--- src/rtl/uart_rx_pkt_ctrl.sv ---
// Packet framer behind the UART receiver: SYNC, LEN, payload, CHK (XOR of LEN and payload).
// Verified packets are buffered and replayed on a valid/ready byte stream. Bad traffic raises error pulses.
module uart_rx_pkt_ctrl #(
  parameter int         MAX_LEN     = 16,
  parameter logic [7:0] SYNC_BYTE   = 8'hA5,
  parameter int         TIMEOUT_CYC = 50000
) (
  input  logic                         clk,
  input  logic                         reset_n,
  input  logic [7:0]                   rx_data,
  input  logic                         rx_valid,
  output logic [7:0]                   pkt_data,
  output logic                         pkt_valid,
  input  logic                         pkt_ready,
  output logic                         pkt_last,
  output logic [$clog2(MAX_LEN+1)-1:0] pkt_len,
  output logic                         busy,
  output logic                         err_chk,
  output logic                         err_len,
  output logic                         err_timeout,
  output logic                         err_overrun
);

  localparam int LW = $clog2(MAX_LEN + 1);
  localparam int IW = (MAX_LEN > 1) ? $clog2(MAX_LEN) : 1;
  localparam int TW = (TIMEOUT_CYC > 1) ? $clog2(TIMEOUT_CYC) : 1;
  localparam logic [LW-1:0] ONE_L     = LW'(1);
  localparam logic [7:0]    MAX_LEN_B = 8'(MAX_LEN);
  localparam logic [TW-1:0] TMAX      = TW'(TIMEOUT_CYC - 1);

  typedef enum logic [2:0] {
    ST_IDLE    = 3'd0,
    ST_LEN     = 3'd1,
    ST_PAYLOAD = 3'd2,
    ST_CHK     = 3'd3,
    ST_OUT     = 3'd4
  } state_t;

  function automatic logic [7:0] chk_fold(input logic [7:0] acc, input logic [7:0] b);
    return acc ^ b;
  endfunction

  state_t        state_r, state_next_s;
  logic [LW-1:0] len_r, len_next_s;
  logic [7:0]    chk_r, chk_next_s;
  logic [LW-1:0] wr_idx_r, wr_idx_next_s;
  logic [LW-1:0] rd_idx_r, rd_idx_next_s;
  logic [LW-1:0] rd_idx_inc_s;
  logic [TW-1:0] tcnt_r, tcnt_next_s;
  logic [7:0]    pkt_data_r, pkt_data_next_s;
  logic          pkt_valid_r, pkt_valid_next_s;
  logic          pkt_last_r, pkt_last_next_s;
  logic [LW-1:0] pkt_len_r, pkt_len_next_s;
  logic          busy_r;
  logic          err_chk_r, err_chk_next_s;
  logic          err_len_r, err_len_next_s;
  logic          err_timeout_r, err_timeout_next_s;
  logic          err_overrun_r, err_overrun_next_s;
  logic          buf_we_s;
  logic          timeout_hit_s;
  logic [7:0]    buf_mem [0:(1<<IW)-1];

  assign rd_idx_inc_s  = rd_idx_r + ONE_L;
  assign timeout_hit_s = (tcnt_r == TMAX);

  // Next-state and next-value logic for the framer and the output stream
  always_comb begin
    state_next_s       = state_r;
    len_next_s         = len_r;
    chk_next_s         = chk_r;
    wr_idx_next_s      = wr_idx_r;
    rd_idx_next_s      = rd_idx_r;
    tcnt_next_s        = tcnt_r;
    pkt_data_next_s    = pkt_data_r;
    pkt_valid_next_s   = pkt_valid_r;
    pkt_last_next_s    = pkt_last_r;
    pkt_len_next_s     = pkt_len_r;
    err_chk_next_s     = 1'b0;
    err_len_next_s     = 1'b0;
    err_timeout_next_s = 1'b0;
    err_overrun_next_s = 1'b0;
    buf_we_s           = 1'b0;
    case (state_r)
      ST_IDLE: begin
        tcnt_next_s = {TW{1'b0}};
        if (rx_valid && (rx_data == SYNC_BYTE)) begin
          state_next_s = ST_LEN;
        end else begin
          state_next_s = ST_IDLE;
        end
      end
      ST_LEN: begin
        if (rx_valid) begin
          tcnt_next_s = {TW{1'b0}};
          if ((rx_data == 8'h00) || (rx_data > MAX_LEN_B)) begin
            err_len_next_s = 1'b1;
            state_next_s   = ST_IDLE;
          end else begin
            len_next_s    = rx_data[LW-1:0];
            chk_next_s    = rx_data;
            wr_idx_next_s = {LW{1'b0}};
            state_next_s  = ST_PAYLOAD;
          end
        end else if (timeout_hit_s) begin
          err_timeout_next_s = 1'b1;
          state_next_s       = ST_IDLE;
        end else begin
          tcnt_next_s = tcnt_r + TW'(1);
        end
      end
      ST_PAYLOAD: begin
        if (rx_valid) begin
          tcnt_next_s   = {TW{1'b0}};
          buf_we_s      = 1'b1;
          chk_next_s    = chk_fold(chk_r, rx_data);
          wr_idx_next_s = wr_idx_r + ONE_L;
          if (wr_idx_r == (len_r - ONE_L)) begin
            state_next_s = ST_CHK;
          end else begin
            state_next_s = ST_PAYLOAD;
          end
        end else if (timeout_hit_s) begin
          err_timeout_next_s = 1'b1;
          state_next_s       = ST_IDLE;
        end else begin
          tcnt_next_s = tcnt_r + TW'(1);
        end
      end
      ST_CHK: begin
        if (rx_valid) begin
          tcnt_next_s = {TW{1'b0}};
          if (rx_data == chk_r) begin
            // First beat is presented straight from the buffer so pkt_valid rises next cycle
            state_next_s     = ST_OUT;
            rd_idx_next_s    = {LW{1'b0}};
            pkt_len_next_s   = len_r;
            pkt_valid_next_s = 1'b1;
            pkt_data_next_s  = buf_mem[{IW{1'b0}}];
            pkt_last_next_s  = (len_r == ONE_L);
          end else begin
            err_chk_next_s = 1'b1;
            state_next_s   = ST_IDLE;
          end
        end else if (timeout_hit_s) begin
          err_timeout_next_s = 1'b1;
          state_next_s       = ST_IDLE;
        end else begin
          tcnt_next_s = tcnt_r + TW'(1);
        end
      end
      ST_OUT: begin
        tcnt_next_s = {TW{1'b0}};
        if (rx_valid) begin
          err_overrun_next_s = 1'b1;
        end else begin
          err_overrun_next_s = 1'b0;
        end
        if (pkt_valid_r && pkt_ready) begin
          if (pkt_last_r) begin
            pkt_valid_next_s = 1'b0;
            pkt_last_next_s  = 1'b0;
            state_next_s     = ST_IDLE;
          end else begin
            rd_idx_next_s   = rd_idx_inc_s;
            pkt_data_next_s = buf_mem[rd_idx_inc_s[IW-1:0]];
            pkt_last_next_s = (rd_idx_inc_s == (len_r - ONE_L));
          end
        end else begin
          state_next_s = ST_OUT;
        end
      end
      default: begin
        state_next_s     = ST_IDLE;
        pkt_valid_next_s = 1'b0;
        pkt_last_next_s  = 1'b0;
      end
    endcase
  end

  // State, datapath and registered outputs
  always_ff @(posedge clk or negedge reset_n) begin
    if (!reset_n) begin
      state_r       <= ST_IDLE;
      len_r         <= {LW{1'b0}};
      chk_r         <= 8'h00;
      wr_idx_r      <= {LW{1'b0}};
      rd_idx_r      <= {LW{1'b0}};
      tcnt_r        <= {TW{1'b0}};
      pkt_data_r    <= 8'h00;
      pkt_valid_r   <= 1'b0;
      pkt_last_r    <= 1'b0;
      pkt_len_r     <= {LW{1'b0}};
      busy_r        <= 1'b0;
      err_chk_r     <= 1'b0;
      err_len_r     <= 1'b0;
      err_timeout_r <= 1'b0;
      err_overrun_r <= 1'b0;
    end else begin
      state_r       <= state_next_s;
      len_r         <= len_next_s;
      chk_r         <= chk_next_s;
      wr_idx_r      <= wr_idx_next_s;
      rd_idx_r      <= rd_idx_next_s;
      tcnt_r        <= tcnt_next_s;
      pkt_data_r    <= pkt_data_next_s;
      pkt_valid_r   <= pkt_valid_next_s;
      pkt_last_r    <= pkt_last_next_s;
      pkt_len_r     <= pkt_len_next_s;
      busy_r        <= (state_next_s != ST_IDLE);
      err_chk_r     <= err_chk_next_s;
      err_len_r     <= err_len_next_s;
      err_timeout_r <= err_timeout_next_s;
      err_overrun_r <= err_overrun_next_s;
    end
  end

  // Payload buffer; contents are don't-care after reset so it carries no reset
  always_ff @(posedge clk) begin
    if (buf_we_s) begin
      buf_mem[wr_idx_r[IW-1:0]] <= rx_data;
    end
  end

  assign pkt_data    = pkt_data_r;
  assign pkt_valid   = pkt_valid_r;
  assign pkt_last    = pkt_last_r;
  assign pkt_len     = pkt_len_r;
  assign busy        = busy_r;
  assign err_chk     = err_chk_r;
  assign err_len     = err_len_r;
  assign err_timeout = err_timeout_r;
  assign err_overrun = err_overrun_r;

endmodule
--- config.mk ---
export PLATFORM = sky130hd
export DESIGN_NAME = uart_rx_pkt_ctrl
export DESIGN_NICKNAME = d
export VERILOG_FILES = /design/src/rtl/uart_rx_pkt_ctrl.sv
export SDC_FILE = /design/constraint.sdc
export NUM_CORES = 1
export LEC_CHECK = 0
export BUFFER_PORTS_ARGS = -buffer_cell sky130_fd_sc_hd__buf_2
export CORE_MARGIN = 2
export CORE_UTILIZATION = 35
export DETAILED_ROUTE_END_ITERATION = 12
export PLACE_DENSITY_LB_ADDON = 0.15
export SLEW_MARGIN = 25
export SYNTH_ARGS = -nofsm -noshare
export SYNTH_HDL_FRONTEND = slang
export SYNTH_SLANG_ARGS = --single-unit
--- constraint.sdc ---
create_clock -name clk -period 4.33 [get_ports clk]
set_input_delay 0.433 -clock clk [delete_from_list [all_inputs] [get_ports clk]]
set_output_delay 0.433 -clock clk [all_outputs]
set_load 0.02 [all_outputs]
Yosys cells after proc, flatten, opt, wreduce, memory -nomap -nowiden

Memory sizes are Yosys's and may differ from the RTL's.
Index checks and enable logic that the tools add are counted.

Equality and inequality tests: 19
Muxes and demuxes: 56
Divide/modulo/power cells: 0
Add/subtract/negate cells: 4
Bitwise logic cells: 3
Reduce and logical (&&, ||, !) cells: 19
Shift-type cells: 0
Multipliers: 0
$lt $le $gt $ge: 1

Operators with widths:

| cell                    | count |
|---|---|
| $mux W8                 | 7 |
| $mux W5                 | 7 |
| $mux W16                | 2 |
| $pmux W16 S2            | 1 |
| $pmux W8 S2             | 2 |
| $mux W1                 | 24 |
| $mux W3                 | 7 |
| $pmux W5 S2             | 2 |
| $add A16 B1 Y16 const B | 1 |
| $eq A16 B16 Y1 const B  | 1 |
| $ne A2 B2 Y1 const B    | 8 |
| $pmux W3 S5             | 1 |
| $add A5 B1 Y5 const B   | 2 |
| $eq A5 B5 Y1            | 2 |
| $reduce_and A5 Y1       | 2 |
| $eq A8 B8 Y1            | 1 |
| $eq A8 B8 Y1 const B    | 1 |
| $gt A8 B5 Y1 const B    | 1 |
| $logic_not A8 Y1        | 1 |
| $reduce_and A4 Y1       | 2 |
| $xor A8 B8 Y8           | 1 |
| $eq A3 B2 Y1 const B    | 2 |
| $pmux W1 S3             | 2 |
| $reduce_and A3 Y1       | 2 |
| other kinds (15)        | 20 |

Bits in read-only memories: 0
Memories: 1
Latch bits: 0
Output and inout bits: 20
Register bits: 62
Input bits: 12
Bits in writable memories: 128
Logic and storage cells: 118

Memory list:

| memory  | depth | width | read ports | clocked after Yosys merged registers in | wr ports | line | RTL |
|---|---|---|---|---|---|---|---|
| buf_mem | 16    | 8     | 2          | 0                                       | 1        | 61   | `logic [7:0] buf_mem [0:(1<<IW)-1];` |

Logic depth before layout (Yosys ltp)

Gate-level depths: netlist of the first run.

Depth after elaboration: 6
Gate-level depth with buffers: 8
Depth with buffers taken out: 7

Worst setup path after synthesis of the first run

No wires, ideal clock.

Path type: register to register
From: reg state_r[2]
To: mem buf_mem[10][0] (enable)
Setup slack: 2.127 ns
Arrival: 1.819 ns
Period minus slack after synthesis: 2.203 ns
Stages on the path, launching flop included: 7
Path buffers: 2
Setup time: 0.383 ns
Cells stage by stage: dfrtp_1 > buf_6 > and3b_1 > and2b_1 > buf_2 > nand2_1 > nor3_1

Word-level cells in the longest chain between the ends: 4

Ends and longest elaborated chain:

| item                          | line | RTL |
|---|---|---|
| start, declared               | 43   | `state_t state_r, state_next_s;` |
| start signal, assigned        | 199  | `state_r <= state_next_s;` |
| $eq A3 B2 Y1                  | 83   | `case (state_r)` |
| $mux W1                       | 83   |  |
| $mux W1                       | 219  | `if (buf_we_s) begin` |
| $mux W1 (not written as such) | 220  | `buf_mem[wr_idx_r[IW-1:0]] <= rx_data;` |
| end, declared                 | 61   |  |

No other way between the ends.

Worst setup path after layout of the first run

From: reg state_r[1]
To: mem buf_mem[2][1] (enable)

Same word-level chain as after synthesis.

==> results of run 1 <==
[final timing paths]
check	start	endpoint	depth (start not counted)
min in group asynchronous	reset_n	rd_idx_r[4]$_DFFE_PN0P_	2
worst max register to register	state_r[1]$_DFF_PN0_	buf_mem[2][1]$_DFFE_PP_	5
worst min register to register	pkt_len[2]$_DFFE_PN0P_	pkt_len[2]$_DFFE_PN0P_	1
worst max-delay path	state_r[1]$_DFF_PN0_	buf_mem[2][1]$_DFFE_PP_	5
max in group asynchronous	reset_n	tcnt_r[6]$_DFFE_PN0P_	3
worst min-delay path	rx_valid	state_r[1]$_DFF_PN0_	3
[flip-flops by register name, indices dropped and copies added, names as in the netlist, 3 cells and up]
| name | flops |
|---|---|
| buf_mem | 128 |
| tcnt_r | 16 |
| chk_r | 8 |
| pkt_data | 8 |
| len_r | 5 |
| pkt_len | 5 |
| rd_idx_r | 5 |
| wr_idx_r | 5 |
| state_r | 3 |
[through the flow]
stage                     cells  cell area, µm²
after detailed placement    926            9000
after global routing        957            9540
final                       957            9540
after CTS                   957            9540
after floorplan             590            8550
after global placement      926            9000
[power by group through the flow]
stage	Combinational [µW]	Clock, µW	Sequential (µW)
after detailed placement	88.0	0	1990
final	86.5	1430	1950
after CTS	89.0	1460	1950
after global placement	85.1	0	1990
after global routing	97.1	1540	1950
after floorplan	33.2	0	1990
[cell type report]
type	instances	area [µm²]
Clock inverter	13	100
Timing Repair Buffer	40	225
Multi-Input combinational cell	361	2940
Inverter	12	45.0
Fill cell	2253	14600
Clock buffer	17	425
Sequential cell	190	5400
Tap cell	324	405
[logic make-up after synthesis]
family / after synthesis / share of synthesized area (%)
simple gates: 176 / 11.3
flops: 190 / 63.1
fa+ha+maj: 8 / 1.17
mux: 60 / 12.0
compound gates: 88 / 6.66
xor+xnor: 29 / 3.28
buf+inv: 39 / 2.55
[worst max-delay path: stages (launching register included)]
cell and delay (ns):
dfrtp_1 0.53, and3b_1 0.30, and2b_1 0.46, nor2b_1 0.30
nor2b_1 0.23, and2_1 0.46
[cells in the final DEF (no fill, tap or decap), drive strengths merged, types with 2 or more instances in the layout]
| cell | instances |
|---|---|
| a21boi | 2 |
| a21o | 3 |
| a21oi | 9 |
| a22o | 2 |
| a31oi | 11 |
| and2 | 8 |
| and3 | 9 |
| and3b | 2 |
| buf | 39 |
| clkbuf | 17 |
| clkinv | 10 |
| dfrtp | 62 |
| edfxtp | 128 |
| ha | 8 |
| inv | 13 |
| mux2 | 20 |
| mux2i | 8 |
| mux4 | 32 |
| nand2 | 47 |
| nand2b | 11 |
| nand3 | 20 |
| nand3b | 3 |
| nand4 | 8 |
| nor2 | 20 |
| nor2b | 2 |
| nor3 | 19 |
| nor4 | 6 |
| nor4b | 3 |
| nor4bb | 2 |
| o2111ai | 2 |
| o211ai | 18 |
| o21ai | 32 |
| o2bb2ai | 2 |
| or2 | 2 |
| or3 | 6 |
| xnor2 | 12 |
| xor2 | 17 |
[synthesized netlist by cell type, types with 3 or more instances]
cell / instances / area share (%)
nand3_1: 19 / 1.1
a21o_1: 3 / 0.26
mux2_1: 5 / 0.66
a31oi_1: 11 / 0.80
xor2_1: 15 / 1.5
clkbuf_1: 11 / 0.48
nand2_1: 47 / 2.1
edfxtp_1: 128 / 45
a21oi_1: 9 / 0.53
and2_1: 8 / 0.59
o21ai_0: 29 / 1.7
nand3b_1: 3 / 0.26
buf_2: 7 / 0.41
mux2_2: 15 / 2.0
o211ai_1: 18 / 1.6
nand4_1: 8 / 0.59
o21ai_1: 3 / 0.18
buf_6: 5 / 0.66
nand2b_1: 11 / 0.80
and3_1: 9 / 0.66
or3_1: 6 / 0.44
inv_1: 12 / 0.53
mux2i_1: 8 / 0.94
nor3_1: 18 / 1.1
nor4_1: 4 / 0.29
ha_1: 8 / 1.2
dfrtp_1: 62 / 18
nor2_1: 20 / 0.88
mux4_2: 32 / 8.4
xnor2_1: 12 / 1.2
[routing by layer]
metal | vias to the layer above | track usage (%)
li1 | 2324 | -
met1 | 2523 | 21.5
met2 | 73 | 26.0
met3 | 13 | 2.38
met4 | 0 | 4.46
met5 | - | 0
[timing repair]
action,4_1_cts,5_1_grt
hold endpoints to repair,13,0
hold buffers,1,0
buffers inserted,0,0
==> run summary, run 1 <==
post-synth cell types: 64
CTS tree: yes
predominant post-synthesis flop cell: edfxtp_1
top layer in use: met4
vias in the first global route: 5,158
Tmin final: 2.65 ns
Rows: 57
hold_ws: 0.386 ns
fmax: 378 MHz
CP endpoint kind: register
final-report max-slew violation count: 0
Slew @ Worst Pin: 0.784 ns
initial core utilization: 35.4%
post-synthesis sequential area ratio: 63.1%
cts bufs inserted: 17
die area: 25,700 µm²
asr flop ratio synth: 32.6%
Hold Crit Class: primary input to register
flop-to-flop setup slack: 1.68 ns
DP Wirelength: 12.9 mm
core region area: 24,200 µm²
Overall Global Routing Usage: 15.6%
clk slew on worst S/H paths: 0.07 ns
Sw Share: 20.9%
Worst EP arrival: 2.71 ns
width of the chip: 160 µm
largest net degree at the start of global routing: 50
Routed Antenna Nets: 0
clock power share: 41.2%
clock latency at the later pin of the worst-skew pair: 0.42 ns
Post-synth EDFFs: 128
I/O Buffers: 31
Max VDD drop: 0.000209 V
CP startpoint kind: register
Final setup viols: 0
Comb pwr share: 2.5%
die extent in y: 160 µm
Total Wirelength: 19.3 mm
synthesized area: 8550 µm²
syn nets: 610
GRT overflow: 0
DR pass1 iterations: 5
cell chosen for the clock root: clkbuf_16
routed metal-1 wirelength: 9.22 mm
worst relative slew slack: 47.6%
routability cong.: 0.757
Nets: 642
Final Util: 39.5%
H-Tree Level Count: 4
Mapped Avg Cell Area: 14.5 µm²
Power Total: 3460 µW
Seq pwr share: 56.3%
CP max FO: 13
Clock Path Buffers: 2
Critical Path RT: 4.39 ns
Psw: 723 µW
# Max-Cap Violations: 0
DRT iter0 DRCs: 370
pre-CTS WS: 1.59 ns
CP Class: register to register
Synth Instances: 590
Syn-to-layout area delta: 11.5%
first-pass GRT wire length: 30.3 mm
setup slack after layout: 1.68 ns
DR WL/cell: 20.2 µm
IO Pins: 32
P_int: 2740 µW
DR WL met2: 9.58 mm
Leak: 0.00344 µW
# clock sinks: 190
routed vias/inst: 5.15
total of flip-flops plus latches after synthesis: 190
initial antenna violation count: 0
fin crit share: 61.2%
Ys Warns: 0
run status: completed
# DRC: 0
share of layout cells above drive strength 1: 19.3%
post-cts gate resize count: 0
RSZ-0062 raised after global routing: false
PwrDens: 363 nW/µm²
ANT cells: 0
met3 wire length: 340 µm
routed vias: 4,933
Final Skew: 0.00787 ns
Final Hold Viols: 0
setup TNS: 0 ns
(Power assumes the default switching activity.)
==> run 2, diff against run 1 <==
--- a/config.mk
+++ b/config.mk
@@ -5,6 +5,7 @@
 export SDC_FILE = /design/constraint.sdc
 export NUM_CORES = 1
 export LEC_CHECK = 0
+export ABC_AREA = 1
 export BUFFER_PORTS_ARGS = -buffer_cell sky130_fd_sc_hd__buf_2
 export CORE_MARGIN = 2
 export CORE_UTILIZATION = 35
==> constraint.sdc (replaced) <==
create_clock -name clk -period 2.4 [get_ports clk]
set_input_delay 0.24 -clock clk [delete_from_list [all_inputs] [get_ports clk]]
set_output_delay 0.24 -clock clk [all_outputs]
set_load 0.02 [all_outputs]
==> run 2 against run 1 <==
  * The run now ends with negative hold slack left
  * Power grew 93%
  * Non-clock buffer count up 33
  * Clock power up 100%
  * Via count up 41%
  * Sequential share of layout area decreased by 6.4 points
  * Synthesized cell count up 82%
  * Final cell count grew 54%
  * Critical endpoint is now pkt_data[4]$_DFFE_PN0P_
  * Largest power group unchanged
  * Highest routed layer unchanged
==> run summary, run 2 <==
DP Wirelength: 16.0 mm (+24%)
# DRC: 0 (unchanged)
R2R Path End: pkt_data[4]$_DFFE_PN0P_
DR WL/cell: 16.0 µm (-21%)
Final Hold Viols: 15 (+15)
die extent in y: 168 µm (+4.7%)
Compound-Gate Fraction of Synth Area: 3.77% (-2.9 points)
fin crit share: 87.4% (+26 points)
commonest non-fill, non-tap cell in the layout: nand2_1
crit path to: pkt_data[4]$_DFFE_PN0P_
worst relative slew slack: 45.3% (-2.2 points)
GRT overflow: 0 (unchanged)
Hold Crit Class: primary input to asynchronous set/reset pin
Post-synth EDFFs: 128 (unchanged)
DRT iter0 DRCs: 504 (+36%)
CP max FO: 68 (+55)
syn nets: 1,095 (+80%)
PwrDens: 622 nW/µm² (+71%)
Final Skew: 0.0181 ns (+0.0103 ns)
DR pass1 iterations: 4 (-1)
ANT cells: 0 (unchanged)
placed cells: 1,445 (+56%)
largest net degree at the start of global routing: 69 (+38%)
crit path from: rd_idx_r[0]$_DFFE_PN0P_
I/O Buffers: 31 (unchanged)
final-report max-slew violation count: 0 (unchanged)
flop-to-flop setup slack: 0.30 ns (-1.38 ns)
failing checks: negative hold slack
IO Pins: 32 (unchanged)
Yosys top cell area share: 40.9% (-4.0 points)
CTS tree: yes
critical path's most frequent cell: nand2_1
H-Tree Level Count: 4 (unchanged)
CP startpoint kind: register
predominant post-synthesis flop cell: edfxtp_1
setup TNS: 0 ns (unchanged)
# Max-Cap Violations: 0 (unchanged)
Post-DP Area: 10,100 µm² (+12%)
Mapped Avg Cell Area: 8.74 µm² (-40%)
hold_ws: -0.0136 ns (-0.399 ns)
fmax: 476 MHz (+26%)
Synth Instances: 1,075 (+82%)
initial core utilization: 35.8% (+0.45 points)
vias in the first global route: 6,810 (+32%)
Slew @ Worst Pin: 0.820 ns (+0.0366 ns)
slowest CP cell: xnor2_4
Syn-to-layout area delta: 14.6%
Final setup viols: 0 (unchanged)
first-pass GRT wire length: 38.0 mm (+25%)
commonest non-fill, non-tap cells in the layout: nand2_1, inv_1, edfxtp_1
total of flip-flops plus latches after synthesis: 190 (unchanged)
Leak: 0.00483 µW (+40%)
Register Area: 5400 µm² (unchanged)
largest family of logic cells by synthesized area: simple AND/OR/NAND/NOR gates
most frequent cells after synthesis: nand2_1, inv_1, edfxtp_1
asr flop ratio synth: 32.6% (unchanged)
Worst EP arrival: 2.47 ns (-0.24 ns)
Total Wirelength: 23.6 mm (+22%)
share of layout cells above drive strength 1: 12.4% (-6.8 points)
clk slew on worst S/H paths: 0.08 ns (about the same)
clock latency at the later pin of the worst-skew pair: 0.44 ns (+0.02 ns)
routed vias: 6,936 (+41%)
Adder-Cell Fraction of Synth Area: 1.07% (-0.10 points)
crit-path max cell delay: 0.43 ns (-0.10 ns)
Max VDD drop: 0.000421 V (+100%)
cts bufs inserted: 17 (unchanged)
Ys Warns: 0 (unchanged)
Critical Path RT: 2.77 ns (-1.62 ns)
Post-Layout Cell Count: 1,477 (+54%)
Synth Area in XOR/XNOR: 1.56% (-1.7 points)
routability cong.: 0.808 (+6.7%)
post-synth cell types: 36 (-44%)
# clock sinks: 190 (unchanged)
cell taking the most area after synthesis: edfxtp_1
R2R cell count: 9 (+4)
Rows: 59 (+3.5%)
routed vias/inst: 4.70 (-8.9%)
RSZ-0062 raised after global routing: false
core region area: 26,200 µm² (+8.4%)
Final Instance Area: 10,800 µm² (+13%)
Power Total: 6690 µW (+93%)
run status: complete, but fails checks
Routed Antenna Nets: 0 (unchanged)
Clock Path Buffers: 2 (unchanged)
Overall Global Routing Usage: 17.7% (+2.0 points)
post-synthesis sequential area ratio: 57.5% (-5.6 points)
synthesized area: 9390 µm² (+9.8%)
width of the chip: 168 µm (+4.7%)
Synth area leaders: edfxtp_1, dfrtp_1, nand2_1, nand3_1, inv_1
cell chosen for the clock root: clkbuf_16
initial antenna violation count: 0 (unchanged)
Worst R2R Start: rd_idx_r[0]$_DFFE_PN0P_
multiplexer area fraction after synthesis: 0% (-12 points)
max reg flops: 128 (unchanged)
crit path cell chain: buf_12 -> nand3_1 -> xnor2_4 -> nand3_1 -> nand2_1 -> nand2_1 -> nand2_1 -> nand2_1 -> nand2_1
die area: 28,200 µm² (+9.5%)
filler cell count: 2,569 (+14%)
Synth Area in Simple Gates: 27.6% (+16 points)
count leader, synth: nand2_1
Multi-input gate area: 3210 µm² (+9.1%)
CP endpoint kind: register
CP Class: register to register
Nets: 1,149 (+79%)
Tmin final: 2.10 ns (-0.550 ns)
run 2: cell types whose count changed after synthesis, sizes merged, moves of 12 or more:
cell and delta:
nand3 +112, nand2 +325, nor2 +45, o211ai -18, inv +143, mux4 -32
o21ai +20, buf +17, xor2 -12, mux2 -20
run 2: report_power, final:
part	switching, µW	total [µW]	internal [µW]
clock	1480	2930	1450
sequential	22.6	3540	3520
combinational	154	217	62.7
total	1660	6690	5030
run 2: layout make-up:
| cell class | instances | share of cell area [%] |
|---|---|---|
| timing repair buffer | 73 | 4.84 |
| sequential | 190 | 50.1 |
| inverter | 157 | 5.50 |
| clock buffer | 17 | 3.95 |
| tap | 335 | 3.89 |
| multi-input combinational | 690 | 29.8 |
| clock inverter | 15 | 1.87 |
run 2: cells by family after synthesis:
group	Yosys count
adders and majority gates	8
DFF	190
AOI/OAI and AO/OA	64
and+or+nand+nor	603
xor gates and xnor gates	15
buffers and inverters	195
run 2: metal layers:
layer	global-route usage [%]	vias to the layer above	share of wire, %
met5	0	-	0
met4	4.76	0	1.7
met3	3.34	22	2.8
met2	29.9	88	48
met1	23.4	3265	47
li1	-	3561	-
run 2: worst max-delay path: cells and delay by family, from the launching register on:
| family | cells | cell delay [ns] |
|---|---|---|
| DFF | 1 | 0.41 |
| buffers and inverters | 1 | 0.27 |
| and+or+nand+nor | 7 | 0.92 |
| xor gates and xnor gates | 1 | 0.43 |
run 2: worst min-delay path by stage:
stage / slack [ns] / to / startpoint / depth (start not counted)
after floorplan: -0.06 / busy$_DFF_PN0_ / reset_n / 0
after detailed placement: 0.46 / pkt_data[5]$_DFFE_PN0P_ / pkt_data[5]$_DFFE_PN0P_ / 2
after global placement: 0.47 / pkt_data[5]$_DFFE_PN0P_ / pkt_data[5]$_DFFE_PN0P_ / 2
after global routing: 0.06 / pkt_len[4]$_DFFE_PN0P_ / reset_n / 2
after CTS: 0.01 / rd_idx_r[1]$_DFFE_PN0P_ / reset_n / 2
final: -0.01 / pkt_len[2]$_DFFE_PN0P_ / reset_n / 2
run 2: repair_timing:
| item | 4_1_cts | 5_1_grt |
|---|---|---|
| hold buffers | 0 | 0 |
| resized for setup | 0 | 1 |
| buffers inserted | 0 | 0 |
| setup endpoints to repair | 0 | 3 |
run 2: through the flow:
step	hold WS, ns	util (%)	setup WS [ns]
2_1_floorplan	-0.0556	-	0.549
3_3_place_gp	0.466	38.6	0.189
3_5_place_dp	0.463	38.6	0.187
4_1_cts	0.0144	41.0	0.159
5_1_grt	0.0646	41.1	0.0716
6_report	-0.0136	41.1	0.301
==> run 3, diff against run 2 <==
--- a/config.mk
+++ b/config.mk
@@ -7,7 +7,6 @@
 export LEC_CHECK = 0
 export ABC_AREA = 1
 export BUFFER_PORTS_ARGS = -buffer_cell sky130_fd_sc_hd__buf_2
-export CORE_MARGIN = 2
 export CORE_UTILIZATION = 35
 export DETAILED_ROUTE_END_ITERATION = 12
 export PLACE_DENSITY_LB_ADDON = 0.15
==> run 3 against run 2 <==
  * The flow finishes with violations (design-rule violations)
  * First-iteration DRC count is 4.6% higher
  * Worst setup slack worse by 0.041 ns
  * Critical path depth stayed put
  * Register-to-register slack worse by 0.04 ns
  * Sequential cell count stayed put
  * Count of clock-buffer cells in the layout stayed put
  * Largest power group unchanged
==> run summary, run 3 (same netlist as run 2, synthesis figures left out) <==
Overall Global Routing Usage: 18.9% (+1.2 points)
DR pass1 iterations: 10 (+6)
IO Pins: 32 (unchanged)
Psw: 1690 µW (+1.6%)
fmax: 467 MHz (-1.9%)
Final Hold Viols: 0 (-15)
CTS tree: yes
Worst EP arrival: 2.51 ns (+0.04 ns)
ANT cells: 0 (unchanged)
R2R Path End: pkt_data[1]$_DFFE_PN0P_
GRT overflow: 0 (unchanged)
Final Skew: 0.0181 ns (-0.00000400 ns)
first-pass GRT wire length: 39.5 mm (+4.0%)
Leak: 0.00484 µW (+0.21%)
cell chosen for the clock root: clkbuf_16
H-Tree Level Count: 4 (unchanged)
Seq pwr share: 52.7% (-0.3 points)
DRT iter0 DRCs: 527 (+4.6%)
placed cells: 1,447 (+0.14%)
max reg flops: 128 (unchanged)
Rows: 59 (unchanged)
RSZ-0062 raised after global routing: false
setup TNS: 0 ns (unchanged)
Critical Path RT: 2.77 ns (about the same)
vias in the first global route: 7,053 (+3.6%)
# clock sinks: 190 (unchanged)
P_int: 5030 µW (+0.13%)
Hold Crit Class: primary input to register
crit path cell chain: buf_12 -> nand3_1 -> xnor2_2 -> nand3_1 -> nand2_1 -> nand2_1 -> nand2_1 -> nand2_1 -> nand2_1
Slew @ Worst Pin: 0.560 ns (-0.260 ns)
initial core utilization: 35.8% (unchanged)
pre-CTS WS: 0.272 ns (+0.0850 ns)
largest net degree at the start of global routing: 70 (+1.4%)
initial antenna violation count: 0 (unchanged)
Routed Antenna Nets: 0 (unchanged)
final-report max-slew violation count: 0 (unchanged)
Comb pwr share: 3.3% (about the same)
Worst R2R Start: rd_idx_r[0]$_DFFE_PN0P_
width of the chip: 166 µm (-1.2%)
routed vias: 7,095 (+2.3%)
CP max FO: 69 (+1.5%)
Clock Path Buffers: 2 (unchanged)
die extent in y: 166 µm (-1.2%)
# DRC: 2 (+2)
Tmin final: 2.14 ns (+0.0408 ns)
Power Total: 6720 µW (+0.49%)
DR WL/cell: 16.4 µm (+2.5%)
run status: complete, but fails checks
Sw Share: 25.1% (+0.27 points)
# Max-Cap Violations: 0 (unchanged)
clk slew on worst S/H paths: 0.09 ns (about the same)
commonest non-fill, non-tap cell in the layout: nand2_1
setup slack after layout: 0.260 ns (-0.0408 ns)
Syn-to-layout area delta: 14.7% (about the same)
share of layout cells above drive strength 1: 12.6% (+0.14 points)
CP Class: register to register
crit-path max cell delay: 0.51 ns (+0.08 ns)
slowest CP cell: xnor2_2
clock power share: 44.0% (+0.2 points)
flop-to-flop setup slack: 0.26 ns (-0.04 ns)
CP endpoint kind: register
Nets: 1,152 (+0.26%)
fin crit share: 89.1% (+1.7 points)
crit path from: rd_idx_r[0]$_DFFE_PN0P_
failing checks: design-rule violations
cts bufs inserted: 17 (unchanged)
Total Wirelength: 24.3 mm (+2.7%)
critical path's most frequent cell: nand2_1
Max VDD drop: 0.000319 V (-24%)
CP startpoint kind: register
PwrDens: 624 nW/µm² (+0.43%)
core region area: 26,200 µm² (unchanged)
post-cts gate resize count: 0 (unchanged)
I/O Buffers: 31 (unchanged)
routability cong.: 0.854 (+5.6%)
Post-Layout Cell Count: 1,480 (+0.20%)
Final setup viols: 0 (unchanged)
worst relative slew slack: 62.5% (+17 points)
routed vias/inst: 4.79 (+2.1%)
filler cell count: 2,576 (+0.27%)
DP Wirelength: 16.9 mm (+5.3%)
die area: 27,500 µm² (-2.4%)
commonest non-fill, non-tap cells in the layout: nand2_1, inv_1, edfxtp_1
clock latency at the later pin of the worst-skew pair: 0.44 ns (about the same)
R2R cell count: 9 (unchanged)
crit path to: pkt_data[1]$_DFFE_PN0P_
run 3: what timing repair did:
action,4_1_cts,5_1_grt
hold buffers,1,0
buffers inserted,0,0
hold endpoints to repair,17,0
run 3: critical path: cells and delay by family, from the launching register on:
family | cells | cell delay [ns]
buffers and inverters | 1 | 0.30
xor gates and xnor gates | 1 | 0.51
DFF | 1 | 0.40
and+or+nand+nor | 7 | 0.85
run 3: final cells by class:
cell class | instances | area, µm² | area share [%]
well taps | 335 | 419 | 3.89
clock buffers | 17 | 425 | 3.95
clock inverters | 15 | 206 | 1.92
inverters | 157 | 592 | 5.50
flip-flops and latches | 190 | 5400 | 50.1
repair buffers | 76 | 533 | 4.95
multi-input cells | 690 | 3200 | 29.7
run 3: how the worst min path moves through the flow:
| stage | slack, ns | endpoint | from | depth (start not counted) |
|---|---|---|---|---|
| floorplan | -0.06 | busy$_DFF_PN0_ | reset_n | 0 |
| global placement | 0.21 | pkt_len[3]$_DFFE_PN0P_ | reset_n | 1 |
| detailed placement | 0.21 | pkt_len[3]$_DFFE_PN0P_ | reset_n | 1 |
| CTS | 0.15 | len_r[1]$_DFFE_PN0P_ | rx_data[1] | 3 |
| global route | 0.17 | buf_mem[15][5]$_DFFE_PP_ | rx_data[5] | 1 |
| finish | 0.16 | len_r[1]$_DFFE_PN0P_ | rx_data[1] | 3 |
run 3: per-stage QoR:
stage | area, µm² | hold slack, ns | util [%]
6_report | 10800 | 0.155 | 41.1
5_1_grt | 10800 | 0.173 | 41.1
4_1_cts | 10800 | 0.145 | 41.1
3_5_place_dp | 10100 | 0.212 | 38.6
3_3_place_gp | 10100 | 0.212 | 38.6
2_1_floorplan | 9390 | -0.0556 | -
run 3: per-layer routing:
layer / global-route usage (%) / up-vias / part of all wire (%)
li1: - / 3565 / -
met1: 25.4 / 3375 / 47
met2: 31.1 / 127 / 47
met3: 3.24 / 28 / 3.1
met4: 6.01 / 0 / 2.4
met5: 0 / - / 0
run 3: power groups by stage:
| stage | registers [µW] | clock network (µW) | logic, µW |
|---|---|---|---|
| floorplan | 3610 | 0 | 92.6 |
| global placement | 3610 | 0 | 221 |
| detailed placement | 3610 | 0 | 224 |
| CTS | 3540 | 3040 | 226 |
| global route | 3550 | 3170 | 252 |
| finish | 3540 | 2960 | 219 |
